--- config.mk ---
export PLATFORM = sky130hd
export DESIGN_NAME = sqrt_iter_unit
export DESIGN_NICKNAME = d
export VERILOG_FILES = /design/src/rtl/sqrt_iter_unit.sv
export SDC_FILE = /design/constraint.sdc
export NUM_CORES = 1
export LEC_CHECK = 0
export CAP_MARGIN = 5
export CELL_PAD_IN_SITES_DETAIL_PLACEMENT = 2
export CELL_PAD_IN_SITES_GLOBAL_PLACEMENT = 2
export CORE_ASPECT_RATIO = 2
export CORE_UTILIZATION = 28
export DETAILED_ROUTE_END_ITERATION = 6
export GPL_ROUTABILITY_DRIVEN = 0
export PLACE_DENSITY = 0.8
export SLEW_MARGIN = 5
export SYNTH_ARGS = -nofsm -noshare
export SYNTH_HDL_FRONTEND = slang
export SYNTH_SLANG_ARGS = --single-unit
--- constraint.sdc ---
create_clock -name clk -period 2.27 [get_ports clk]
set_input_delay 0.3405 -clock clk [delete_from_list [all_inputs] [get_ports clk]]
set_output_delay 0.3405 -clock clk [all_outputs]
set_load 0.01 [all_outputs]
--- src/rtl/sqrt_iter_unit.sv ---
// Iterative restoring integer square root, one root bit per clock; result valid RW cycles after accept.
// Backpressure: the result is held in DONE until out_ready; no new radicand is taken until then.
module sqrt_iter_unit #(
  parameter int WIDTH = 16,
  localparam int RW = WIDTH / 2
) (
  input  logic              clk,
  input  logic              rst,
  input  logic              in_valid,
  output logic              in_ready,
  input  logic [WIDTH-1:0]  in_radicand,
  output logic              out_valid,
  input  logic              out_ready,
  output logic [RW-1:0]     out_root,
  output logic [RW:0]       out_rem,
  output logic              out_exact,
  output logic              busy
);

  localparam int CW = (RW > 1) ? $clog2(RW) : 1;

  typedef enum logic [1:0] {
    S_IDLE = 2'd0,
    S_ITER = 2'd1,
    S_DONE = 2'd2
  } state_t;

  state_t           state;
  state_t           state_nxt;
  logic [WIDTH-1:0] d;
  logic [RW-1:0]    r;
  // Between steps the partial remainder is below 2^RW, so only its low RW bits need storing.
  logic [RW-1:0]    p;
  logic [CW-1:0]    cnt;

  logic [RW+1:0]    p_shift;
  logic [RW+1:0]    t_val;
  logic [RW+1:0]    p_next;
  logic [RW-1:0]    r_next;

  always_comb begin
    p_shift = {p, d[WIDTH-1:WIDTH-2]};
    t_val   = {r, 2'b01};
    p_next  = p_shift;
    r_next  = {r[RW-2:0], 1'b0};
    if (p_shift >= t_val) begin
      p_next = p_shift - t_val;
      r_next = {r[RW-2:0], 1'b1};
    end
  end

  always_comb begin
    state_nxt = state;
    case (state)
      S_IDLE:  if (in_valid) state_nxt = S_ITER;
      S_ITER:  if (cnt == '0) state_nxt = S_DONE;
      S_DONE:  if (out_ready) state_nxt = S_IDLE;
      default: state_nxt = S_IDLE;
    endcase
  end

  always_ff @(posedge clk) begin
    if (rst) begin
      state     <= S_IDLE;
      d         <= '0;
      r         <= '0;
      p         <= '0;
      cnt       <= '0;
      out_root  <= '0;
      out_rem   <= '0;
      out_exact <= 1'b0;
    end else begin
      state <= state_nxt;
      case (state)
        S_IDLE: begin
          if (in_valid) begin
            d   <= in_radicand;
            r   <= '0;
            p   <= '0;
            cnt <= CW'(RW - 1);
          end
        end
        S_ITER: begin
          d   <= {d[WIDTH-3:0], 2'b00};
          r   <= r_next;
          p   <= p_next[RW-1:0];
          cnt <= cnt - CW'(1);
          if (cnt == '0) begin
            out_root  <= r_next;
            out_rem   <= p_next[RW:0];
            out_exact <= (p_next == '0);
          end
        end
        default: ;
      endcase
    end
  end

  assign in_ready  = (state == S_IDLE);
  assign out_valid = (state == S_DONE);
  assign busy      = (state == S_ITER);

endmodule

==> results by group <==
Synth
  • Top cells by area in the synthesized netlist: dfxtp_1 37%, nor2_1 8.9%, a21oi_1 5.6%
  • Synthesized instance count: 382
  • Post-Syn Area: 2943 um^2
  • Count of cell types in the netlist: 51
  • Dominant cell type by area after synthesis: dfxtp_1
  • Register area share after synthesis: 37.41%
  • Yosys reg bits: 55
  • Share of flip-flops with an asynchronous set or reset after synthesis: 0%
  • Post-synth top area share: 37.41%
  • Post-synth net total: 414
  • Synthesized area divided by synthesized cell count: 7.704 um^2
  • Synth warn: 0
  • Dominant register cell in the synthesized netlist: dfxtp_1
  • Number of flops mapped to enable cells by yosys: 0

GRT
  • Number of global-route vias before repair: 3450
  • Sum of overflow across all layers after global routing: 0
  • Global routing usage summed across all routing layers: 22.72%
  • First-pass GRT wire length: 18.42 mm
  • Largest net degree at the start of global routing: 58
  • Initial antenna violation count: 0

Detailed routing
  • Antenna-violating nets left: 0
  • Post-detailed-route DRC marker count: 0
  • WL/cell: 20.76 um
  • Count of routing violations after the opening detailed-route iteration: 88
  • Post-detailed-routing wire length: 11.90 mm
  • Vias per inst: 5.452
  • Number of vias in the routed layout: 3124
  • Number of detailed-route iterations in the first pass: 4

CTS
  • TritonCTS clock tree: yes
  • CTS Buffer Depth: 2
  • CTS buffer count: 5
  • Clock slew at reported path FFs: 0.08 ns
  • Hold_buf cts: 0
  • Insertion delay to the later sink of the worst-skew pair: 0.30 ns
  • Clock tree sinks: 55
  • Deepest level of the CTS H-tree: 2
  • Cell at the root of the clock tree: clkbuf_16

Pwr
  • Max rail drop VDD: 0.0005942 V
  • Switching power: 3.137 mW
  • Switching fraction of total power: 46.53%
  • Overall power consumption: 6.741 mW
  • Sequential Power Share: 19.4%
  • PD cells: 1672 nW/um^2
  • Leakage: 1.492 nW
  • Share of total power in combinational logic: 68.7%
  • Relative contribution of the clock network to total power: 11.9%
  • Int Power: 3.604 mW

Floorplan
  • Core Rows: 52
  • Effective utilization at floorplan: 28.99%
  • Core Footprint: 10150 um^2
  • Horizontal die dimension: 74.49 um
  • Number of top-level pins: 41
  • Die outline height: 147.0 um
  • Area of the die: 10950 um^2

Setup path
  • Slowest stage cell on the critical path: dfxtp_4
  • Largest fanout on the critical path: 6
  • Arrival time of the worst setup path: 2.43 ns
  • Destination of the worst register-to-register timing path: out_rem[7]
  • Sort of element at the end of the critical path: register
  • Top delay family on crit path: compound AO/OA/AOI/OAI gates
  • Worst setup slack for register-to-register paths: 0.06 ns
  • Data required time of the worst path: 2.49 ns
  • Max stage delay on crit path: 0.37 ns
  • Class of the most critical setup path: register to register
  • Category of the worst setup path launch point: register
  • Worst path cell trace: inv_2 > ha_4 > nor2b_2 > o31a_1 > o2111ai_4 > nand2_4 > mux2i_2 > a211oi_1
  • RR Startpoint: r[0]
  • CP Buf/Inv Count: 1
  • Length in cells of the worst reg-to-reg path: 8

Timing
  • Worst Clk Skew: 0.007562 ns
  • Tightest Pin Transition: 0.6123 ns
  • Final max-slew violation count: 0
  • Setup repair after global routing missed its margin: yes
  • Worst Setup Slack, final: 0.06304 ns
  • Maximum operating frequency: 453.1 MHz
  • Tightest slew margin relative to the limit: 59.18%
  • Number of hold-slack violations in the final timing report: 0
  • Post-route minimum period: 2.207 ns
  • Final total negative setup slack: 0 ns
  • Crit share post-route: 97.22%
  • Setup-failing EPs final: 0

Cells and area
  • Final cell count without fillers: 573
  • Post-layout net count: 469
  • Share of post-route cells with drive strength above 1: 21.00%
  • Layout area overhead: 37.03%
  • Count of antenna diodes in the layout: 0

Placed design
  • Number of cells after detailed placement: 562
  • Count of port buffers added during placement: 40
  • DP HPWL: 8.666 mm
  • Setup slack after placement: -0.2351 ns

Worst hold path
  • Hold path start: out_root[4]
  • Capture endpoint of the worst hold path: out_root[4]
  • Depth of the worst hold-timing path: 2
  • Tightest Hold Check Type: register to register

Status
  • Outcome: finished clean

Flow run
  • Maximum Capacitance Violations: 0
final cells by class:
cell class	count	area (um^2)
Clock buffer	5	125.1
Clock inverter	3	22.52
Fill cell	1179	6117
Inverter	18	67.56
Multi-Input combinational cell	283	1876
Sequential cell	55	1115
Tap cell	135	168.9
Timing Repair Buffer	74	658.1
cell families (layout without fill, tap and decap cells):
kind of cell	count (synthesis)	count (layout)	synth area share, %
multiplexers	3	3	1.020
AO/OA/AOI/OAI	100	100	23.55
flip-flops	55	55	37.42
XOR/XNOR	2	2	0.5953
buffers and inverters	44	100	5.654
AND/OR/NAND/NOR	166	166	26.66
adder cells (fa/ha/maj)	12	12	5.102
synth_stat cells (3+ instances only):
master / instances
a22oi_1: 9
o31ai_1: 3
nand2b_1: 4
a221oi_1: 4
and2_1: 4
o21ai_0: 9
nor2b_1: 18
nand2_1: 24
clkbuf_1: 25
a21oi_1: 33
nor3_1: 17
ha_1: 12
inv_1: 17
nand3_1: 8
o211ai_1: 5
a311oi_1: 7
nor2_1: 70
o21ba_2: 3
a21o_1: 3
nand4_1: 4
a31oi_1: 3
dfxtp_1: 55
a211oi_1: 6
mux2i_1: 3
layer usage:
| metal | part of all wire (%) | track usage, % | wire length, um | up-vias |
|---|---|---|---|---|
| li1 | - | - | - | 1448 |
| met1 | 33 | 21.28 | 3909 | 1571 |
| met2 | 59 | 42.21 | 6967 | 71 |
| met3 | 2.2 | 2.881 | 258 | 34 |
| met4 | 6.4 | 16.60 | 760 | 0 |
| met5 | 0 | 0 | 0 | - |
tightest hold or removal path: stages, from the launching register on:
cell     delay (ns)
dfxtp_1        0.32
nand2_1        0.05
a21oi_1        0.05
sequential cells by signal, indices dropped and copies added, names as in the netlist:
register	cells
cnt	3
r	8
state	2
out_exact	1
d	16
out_rem	9
out_root	8
p	8
what timing repair did:
| item | 4_1_cts | 5_1_grt |
|---|---|---|
| setup buffers | 2 | 1 |
| gates resized for setup | 26 | 24 |
| endpoints found under the setup margin | 19 | 20 |
| cloned | 0 | 0 |
| hold endpoints to repair | 0 | 0 |
| pin swaps | 5 | 4 |
power by group through the flow:
stage          logic (mW)  clock network [mW]  registers [mW]
6_report             4.63               0.803            1.31
5_1_grt              4.89               0.861            1.32
4_1_cts              4.29               0.821            1.28
3_5_place_dp         3.66                   0            1.29
3_3_place_gp         3.51                   0            1.28
2_1_floorplan        2.05                   0            1.23
metrics by stage:
stage                     hold slack (ns)  cell area [um^2]  util, %
after CTS                          0.4716              3926    38.68
after global placement             0.4449              3641    35.87
after floorplan                    0.4368              2943        -
after detailed placement           0.4595              3641    35.87
final                              0.4661              4033    39.73
after global routing               0.4960              4033    39.73
worst max-delay path by stage:
stage | endpoint | slack (ns) | from | depth (start not counted)
floorplan | out_rem[7] | 0.16 | r[0] | 8
global placement | out_rem[8] | -0.15 | r[5] | 8
detailed placement | out_rem[8] | -0.24 | r[0] | 8
CTS | out_rem[2] | -0.02 | r[5] | 8
global route | p[0] | -0.02 | r[7] | 9
finish | out_rem[7] | 0.06 | r[0] | 8
cell usage in the layout, fill, tap and decap left out, drive strengths merged, types with 10 or more instances in the layout:
| master | instances |
|---|---|
| inv | 19 |
| buf | 35 |
| nor3 | 17 |
| ha | 12 |
| a21oi | 33 |
| o21ai | 10 |
| nand2 | 25 |
| dfxtp | 55 |
| nor2 | 70 |
| nor2b | 18 |
| clkdlybuf4s50 | 39 |
(Power assumes the default switching activity.)
